==> src/rtl/mrx_pkg.sv <==
// Shared definitions for the multi-tone receive controller.
//   mrx_state_e   : frame FSM states
//   clog2         : elaboration-time ceil(log2) helper
//   acc_min_width : smallest accumulator that cannot overflow over one symbol
package mrx_pkg;

  typedef enum logic [1:0] {
    StIdle,
    StWaitHop,
    StAccum,
    StDecide
  } mrx_state_e;

  function automatic int unsigned clog2(input int unsigned v);
    int unsigned r;
    r = 0;
    for (int unsigned i = 0; i < 32; i++) begin
      if ((64'd1 << i) < 64'(v)) r = i + 1;
    end
    return r;
  endfunction

  // Product is 2*dw+1 bits; summing nsig of them needs clog2(nsig) more.
  function automatic int unsigned acc_min_width(input int unsigned dw, input int unsigned nsig);
    return 2 * dw + 1 + clog2(nsig);
  endfunction

endpackage

==> src/rtl/mrx_sym_acc.sv <==
// Two-stage coherent correlator for one symbol.
//   Stage 1 registers p = i*cos + q*sin when valid_i is high.
//   Stage 2 adds the sign-extended p into the accumulator when stage 1 holds a sample.
// Ports:
//   clk_i, rst_ni      clock, asynchronous active-low reset
//   valid_i            sample accepted this cycle
//   clr_i              zero the accumulator and drop any sample in stage 1
//   i_i, q_i           received baseband (signed)
//   cos_i, sin_i       local NCO reference (signed)
//   acc_o              running symbol correlation (signed)
//   vld_o              stage-1 holds a product that is folded in at the next edge
module mrx_sym_acc #(
  parameter int unsigned DATA_WIDTH = 16,
  parameter int unsigned ACC_WIDTH  = 48
) (
  input  logic                  clk_i,
  input  logic                  rst_ni,
  input  logic                  valid_i,
  input  logic                  clr_i,
  input  logic [DATA_WIDTH-1:0] i_i,
  input  logic [DATA_WIDTH-1:0] q_i,
  input  logic [DATA_WIDTH-1:0] cos_i,
  input  logic [DATA_WIDTH-1:0] sin_i,
  output logic [ACC_WIDTH-1:0]  acc_o,
  output logic                  vld_o
);

  localparam int unsigned ProdW = 2 * DATA_WIDTH;
  localparam int unsigned PW    = ProdW + 1;

  logic signed [ProdW-1:0]     prod_i, prod_q;
  logic        [PW-1:0]        p_d, p_q;
  logic                        vld_q;
  logic        [ACC_WIDTH-1:0] acc_q, p_ext;

  always_comb begin
    prod_i = ProdW'($signed(i_i)) * ProdW'($signed(cos_i));
    prod_q = ProdW'($signed(q_i)) * ProdW'($signed(sin_i));
    p_d    = {prod_i[ProdW-1], prod_i} + {prod_q[ProdW-1], prod_q};
    p_ext  = {{(ACC_WIDTH - PW){p_q[PW-1]}}, p_q};
  end

  always_ff @(posedge clk_i or negedge rst_ni) begin
    if (!rst_ni) begin
      p_q   <= '0;
      vld_q <= 1'b0;
      acc_q <= '0;
    end else if (clr_i) begin
      vld_q <= 1'b0;
      acc_q <= '0;
    end else begin
      vld_q <= valid_i;
      if (valid_i) p_q <= p_d;
      if (vld_q) acc_q <= acc_q + p_ext;
    end
  end

  assign acc_o = acc_q;
  assign vld_o = vld_q;

endmodule

==> src/rtl/mrx_ctrl.sv <==
// Receive controller: hop-aligned BPSK bit recovery into a frame register.
// Ports:
//   clk, reset_n         clock, asynchronous active-low reset
//   irx, qrx, rx_valid   received baseband samples and qualifier
//   cos_ref, sin_ref     NCO reference aligned with irx/qrx
//   hop_clk              hop strobe, asynchronous to clk
//   rx_trig, rx_nbits    frame start and length (0 or >RX_BITS_WIDTH means full width)
//   rx_bits              decided bits, LSB first
//   nrx_bits_cnt         index of the next bit to write
//   bit_valid, bit_out   one-cycle decision strobe and value
//   frame_done, busy     end-of-frame pulse, frame in progress
//   hop_err              sticky: hop edge landed inside a symbol
//   symbN, sigN          symbol index within hop, sample index within symbol
module mrx_ctrl
  import mrx_pkg::*;
#(
  parameter int unsigned DATA_WIDTH    = 16,
  parameter int unsigned NSIG          = 512,
  parameter int unsigned NSYMB         = 4,
  parameter int unsigned ACC_WIDTH     = 48,
  parameter int unsigned RX_BITS_WIDTH = 128,
  parameter int unsigned BIT_CNT_WIDTH = 7
) (
  input  logic                     clk,
  input  logic                     reset_n,
  input  logic [DATA_WIDTH-1:0]    irx,
  input  logic [DATA_WIDTH-1:0]    qrx,
  input  logic                     rx_valid,
  input  logic [DATA_WIDTH-1:0]    cos_ref,
  input  logic [DATA_WIDTH-1:0]    sin_ref,
  input  logic                     hop_clk,
  input  logic                     rx_trig,
  input  logic [BIT_CNT_WIDTH:0]   rx_nbits,
  output logic [RX_BITS_WIDTH-1:0] rx_bits,
  output logic [BIT_CNT_WIDTH-1:0] nrx_bits_cnt,
  output logic                     bit_valid,
  output logic                     bit_out,
  output logic                     frame_done,
  output logic                     busy,
  output logic                     hop_err,
  output logic [15:0]              symbN,
  output logic [clog2(NSIG)-1:0]   sigN
);

  localparam int unsigned SigW = clog2(NSIG);
  localparam logic [SigW-1:0]          SigLast  = SigW'(NSIG - 1);
  localparam logic [15:0]              SymbLast = 16'(NSYMB - 1);
  localparam logic [BIT_CNT_WIDTH:0]   NbitsMax = (BIT_CNT_WIDTH + 1)'(RX_BITS_WIDTH);
  localparam logic signed [ACC_WIDTH-1:0] AccZero = '0;

  if (ACC_WIDTH < acc_min_width(DATA_WIDTH, NSIG)) begin : gen_acc_width_bad
    $error("mrx_ctrl: ACC_WIDTH too small for DATA_WIDTH/NSIG");
  end

  // Hop strobe: two-flop synchronizer, then registered rising-edge detect.
  logic hop_s1_q, hop_s2_q, hop_s3_q, hop_edge_q;

  always_ff @(posedge clk or negedge reset_n) begin
    if (!reset_n) begin
      hop_s1_q   <= 1'b0;
      hop_s2_q   <= 1'b0;
      hop_s3_q   <= 1'b0;
      hop_edge_q <= 1'b0;
    end else begin
      hop_s1_q   <= hop_clk;
      hop_s2_q   <= hop_s1_q;
      hop_s3_q   <= hop_s2_q;
      hop_edge_q <= hop_s2_q & ~hop_s3_q;
    end
  end

  logic                        accept, acc_clr, acc_vld, acc_nonneg;
  logic signed [ACC_WIDTH-1:0] acc;

  mrx_sym_acc #(
    .DATA_WIDTH (DATA_WIDTH),
    .ACC_WIDTH  (ACC_WIDTH)
  ) u_sym_acc (
    .clk_i   (clk),
    .rst_ni  (reset_n),
    .valid_i (accept),
    .clr_i   (acc_clr),
    .i_i     (irx),
    .q_i     (qrx),
    .cos_i   (cos_ref),
    .sin_i   (sin_ref),
    .acc_o   (acc),
    .vld_o   (acc_vld)
  );

  assign acc_nonneg = (acc >= AccZero);

  mrx_state_e                 state_q, state_d;
  logic [BIT_CNT_WIDTH:0]     nbits_q, nbits_d;
  logic [RX_BITS_WIDTH-1:0]   rx_bits_q, rx_bits_d;
  logic [BIT_CNT_WIDTH-1:0]   cnt_q, cnt_d;
  logic                       hop_err_q, hop_err_d;
  logic [15:0]                symb_q, symb_d;
  logic [SigW-1:0]            sig_q, sig_d;
  logic                       last_q, last_d;  // all NSIG samples accepted, draining pipeline
  logic                       last_bit;

  assign last_bit = (({1'b0, cnt_q} + (BIT_CNT_WIDTH + 1)'(1)) == nbits_q);

  always_comb begin
    state_d    = state_q;
    nbits_d    = nbits_q;
    rx_bits_d  = rx_bits_q;
    cnt_d      = cnt_q;
    hop_err_d  = hop_err_q;
    symb_d     = symb_q;
    sig_d      = sig_q;
    last_d     = last_q;
    accept     = 1'b0;
    acc_clr    = 1'b0;
    bit_valid  = 1'b0;
    bit_out    = 1'b0;
    frame_done = 1'b0;

    unique case (state_q)
      StIdle: begin
        if (rx_trig) begin
          nbits_d   = (rx_nbits == '0 || rx_nbits > NbitsMax) ? NbitsMax : rx_nbits;
          rx_bits_d = '0;
          cnt_d     = '0;
          hop_err_d = 1'b0;
          state_d   = StWaitHop;
        end
      end
      StWaitHop: begin
        if (hop_edge_q) begin
          sig_d   = '0;
          symb_d  = '0;
          last_d  = 1'b0;
          acc_clr = 1'b1;
          state_d = StAccum;
        end
      end
      StAccum: begin
        if (hop_edge_q) begin
          // A partially (or fully, still draining) integrated symbol is discarded.
          if (sig_q != '0 || last_q) hop_err_d = 1'b1;
          sig_d   = '0;
          symb_d  = '0;
          last_d  = 1'b0;
          acc_clr = 1'b1;
        end else if (last_q) begin
          // Final product is folded into acc at this edge.
          if (acc_vld) state_d = StDecide;
        end else if (rx_valid) begin
          accept = 1'b1;
          if (sig_q == SigLast) begin
            sig_d  = '0;
            last_d = 1'b1;
          end else begin
            sig_d = sig_q + SigW'(1);
          end
        end
      end
      StDecide: begin
        bit_valid         = 1'b1;
        bit_out           = acc_nonneg;
        rx_bits_d[cnt_q]  = acc_nonneg;
        cnt_d             = cnt_q + BIT_CNT_WIDTH'(1);
        acc_clr           = 1'b1;
        last_d            = 1'b0;
        sig_d             = '0;
        if (last_bit) begin
          frame_done = 1'b1;
          state_d    = StIdle;
        end else if (hop_edge_q) begin
          symb_d  = '0;
          state_d = StAccum;
        end else if (symb_q == SymbLast) begin
          state_d = StWaitHop;
        end else begin
          symb_d  = symb_q + 16'd1;
          state_d = StAccum;
        end
      end
      default: state_d = StIdle;
    endcase
  end

  always_ff @(posedge clk or negedge reset_n) begin
    if (!reset_n) begin
      state_q   <= StIdle;
      nbits_q   <= '0;
      rx_bits_q <= '0;
      cnt_q     <= '0;
      hop_err_q <= 1'b0;
      symb_q    <= '0;
      sig_q     <= '0;
      last_q    <= 1'b0;
    end else begin
      state_q   <= state_d;
      nbits_q   <= nbits_d;
      rx_bits_q <= rx_bits_d;
      cnt_q     <= cnt_d;
      hop_err_q <= hop_err_d;
      symb_q    <= symb_d;
      sig_q     <= sig_d;
      last_q    <= last_d;
    end
  end

  assign rx_bits      = rx_bits_q;
  assign nrx_bits_cnt = cnt_q;
  assign busy         = (state_q != StIdle);
  assign hop_err      = hop_err_q;
  assign symbN        = symb_q;
  assign sigN         = sig_q;

endmodule

==> config.mk <==
export PLATFORM = sky130hd
export DESIGN_NAME = mrx_ctrl
export DESIGN_NICKNAME = d
export VERILOG_FILES = /design/src/rtl/mrx_pkg.sv /design/src/rtl/mrx_sym_acc.sv /design/src/rtl/mrx_ctrl.sv
export SDC_FILE = /design/constraint.sdc
export NUM_CORES = 2
export LEC_CHECK = 0
export CAP_MARGIN = 0
export CORE_UTILIZATION = 30
export CTS_BUF_LIST = sky130_fd_sc_hd__clkbuf_4
export DETAILED_ROUTE_END_ITERATION = 10
export DONT_BUFFER_PORTS = 1
export SYNTH_ARGS = -nofsm -noshare
export SYNTH_HDL_FRONTEND = slang
export SYNTH_SLANG_ARGS = --single-unit
==> constraint.sdc <==
create_clock -name clk -period 3.5 [get_ports clk]
set_input_delay 0.525 -clock clk [delete_from_list [all_inputs] [get_ports clk]]
set_output_delay 0.525 -clock clk [all_outputs]
set_load 0.02 [all_outputs]
==> impl_metrics.json <==
{
  "synth_edf_count": 0,
  "violations": "negative hold slack, negative setup slack",
  "drt_pass1_iterations": 5,
  "setup_viol": 28,
  "synth_ff_type": "dfrtp_1",
  "clk_pin_slew_ps": 60,
  "grt_usage_pct": 15.54,
  "clk_latency_ps": 780,
  "cts_root_buffer": "clkbuf_4",
  "cp.arrival_ps": 6910,
  "cap_viol_max_count": 0,
  "clock_sinks": 258,
  "endpoint_kind": "flop",
  "routedWlPerCell_um": 16.75,
  "vias_per_cell": 4.675,
  "timing.final.crit_share_pct": 179.8,
  "ys_top_cells_by_area": "fa_1 (35%), dfrtp_1 (19%), inv_1 (7.7%), ha_1 (7.7%), and2_1 (4.4%)",
  "dieArea_um2": 112900,
  "cts_buffer_depth": 3,
  "synthesis.nets": 4408,
  "num_rows": 122,
  "ioPinCount": 242,
  "num_vias": 24180,
  "slew_headroom_pct": 37.97,
  "cp_max_fo": 16,
  "postRouteAntennaNets": 0,
  "post-dp-hpwl_um": 69530,
  "synth-seq-cells": 258,
  "avgSynthCellArea_um2": 9.454,
  "initial_utilization_pct": 30.24,
  "crit_path_end": "u_sym_acc.p_q[30]",
  "cts_tree": "yes",
  "dpl_cell_area_um2": 36430,
  "synthArstFlopShare_pct": 100.0,
  "core_region_area_um2": 110700,
  "ys_types": 64,
  "post-route-drc-count": 0,
  "grt_pass1_wl_um": 140600,
  "synth_most_common_cell": "inv_1",
  "hold_path.class": "primary input to async pin",
  "portBuffers": 0,
  "finalWirelength_um": 86620,
  "criticalPathCategory": "primary input to flop",
  "worst_clock_skew_ps": 57.85,
  "netlist.area_leader.share_pct": 34.99,
  "reg2reg_depth": 14,
  "synth_common_cells": "inv_1 (688), fa_1 (585), nand2_1 (386)",
  "crit_required_ps": 4120,
  "grt_overflow": 0,
  "areaGrowthSynthToFinish_pct": 13.13,
  "worst_pin_slew_ps": 922.2,
  "fill_cells": 11310,
  "nets": 4510,
  "drive_gt1_share_pct": 12.19,
  "synth_area_um2": 33470,
  "ys_warn_count": 0,
  "start_kind": "primary input",
  "yosysSeqAreaShare_pct": 19.29,
  "rsz0062_at_grt": "yes",
  "globalplace.congestion": 0.8637,
  "numCtsBuffers": 73,
  "die_w_um": 336.0,
  "dieHeight_um": 336.0,
  "reg2reg_slack_ps": 200,
  "hold_violations": 258,
  "status": "complete, but fails checks",
  "yosysTopAreaCell": "fa_1",
  "htreeDepth": 3,
  "final.setup.worst_slack_ps": -2795,
  "fin_crit_ps": 6295,
  "syn_inst": 3540,
  "grt_start_max_net_pins": 259,
  "final_area_um2": 37860,
  "finalMaxSlewViolations": 0,
  "timing.rr.start": "u_sym_acc.acc_o[0]",
  "crit_start": "irx[7]",
  "r2r_end": "u_sym_acc.acc_o[38]",
  "grt_pass1_vias": 25940,
  "hold-worst-slack_ps": -552.0,
  "drt_iter0_markers": 1184,
  "hold_buffers": 17,
  "antenna_found_initial": 3,
  "fmax_ghz": 0.1589
}
[metal layers]
metal / track usage, % / routed length, um
met3: 3.656 / 6428
met4: 3.876 / 1388
met1: 19.94 / 37710
met5: 0 / 18
met2: 26.22 / 41070
[area by class of cell]
type / count / area (um^2) / share of cell area (%)
Sequential cell: 258 / 6457 / 17.05
Tap cell: 1488 / 1862 / 4.917
Timing Repair Buffer: 180 / 1429 / 3.774
Multi-Input combinational cell: 2441 / 24640 / 65.08
Inverter: 688 / 2591 / 6.844
Antenna cell: 2 / 5.005 / 0.01322
Clock inverter: 20 / 163.9 / 0.4329
Clock buffer: 95 / 713.2 / 1.884
[through the flow]
step / instances / util, % / worst slack (ps) / setup TNS, ps / hold WS (ps)
2_1_floorplan: 3540 / - / -3317 / -75430 / 229.4
3_3_place_gp: 5031 / 32.92 / -3771 / -84380 / 235.3
3_5_place_dp: 5031 / 32.92 / -3716 / -84280 / 235.0
4_1_cts: 5168 / 34.08 / -2725 / -57610 / -670.9
5_1_grt: 5171 / 34.21 / -2922 / -61890 / -606.3
6_report: 5172 / 34.21 / -2795 / -59090 / -552.0
[worst max-delay path, cell delays in order]
cell,delay (ps)
nand2_8,30
fa_1,520
inv_1,50
fa_1,500
inv_2,40
fa_2,570
fa_1,410
fa_1,530
inv_2,50
fa_1,550
fa_1,430
fa_1,550
ha_4,220
o21a_1,120
o211a_1,260
buf_6,140
o221ai_4,260
o22ai_4,120
o211ai_1,270
a41oi_2,190
a21o_1,210
a21oi_2,120
xor2_1,150
o21ai_1,70
[worst min path at each step]
| stage | from | to | slack (ps) | cells after the start |
|---|---|---|---|---|
| final | reset_n | rx_bits[104] | -550 | 0 |
| after global routing | reset_n | rx_bits[104] | -610 | 0 |
| after floorplan | reset_n | hop_edge_q | 230 | 0 |
| after global placement | reset_n | rx_bits[104] | 240 | 0 |
| after detailed placement | reset_n | rx_bits[104] | 230 | 0 |
| after CTS | reset_n | u_sym_acc.acc_o[24] | -670 | 0 |
[sequential cells by signal, summed over array words and instances (netlist names), 2 cells and up]
name / flops
u_sym_acc.p_q: 33
state_q: 2
rx_bits: 128
nrx_bits_cnt: 7
nbits_q: 8
u_sym_acc.acc_o: 48
sigN: 9
symbN: 16
[cells by family after synthesis]
logic type	Yosys count	synth area share [%]
mux	35	1.047
simple gates	928	13.56
flops	258	19.29
fa+ha+maj	791	42.69
xor+xnor	106	2.796
buf+inv	841	9.484
compound gates	581	11.13
[cell usage in the layout, fill, tap and decap left out, types with 16 or more instances in the layout]
cell	Yosys	final
nand2_1	386	368
xor2_1	45	43
ha_1	206	182
a21oi_1	79	69
nor2_1	115	111
fa_1	585	565
a21o_1	37	37
nand3_1	36	33
mux2i_1	35	35
o21ai_1	2	28
and2_4	0	17
dfrtp_1	258	257
o21ai_0	193	162
o211ai_1	137	137
inv_2	0	39
xnor2_1	60	57
fa_2	0	20
nor2b_1	16	16
buf_4	0	156
o31ai_1	55	55
nand2b_1	50	50
dlygate4sd3_1	0	17
ha_4	0	22
clkbuf_4	0	95
and2_1	233	216
inv_1	688	647
[what timing repair did]
item,CTS,global route
pin swaps,40,55
setup endpoints to repair,29,31
buffers inserted,6,4
hold endpoints to repair,269,258
resized for setup,42,68
Power is left out: the tool's default activity adds up to more than one toggle a clock period on the data nets, which glitch-free logic cannot reach.
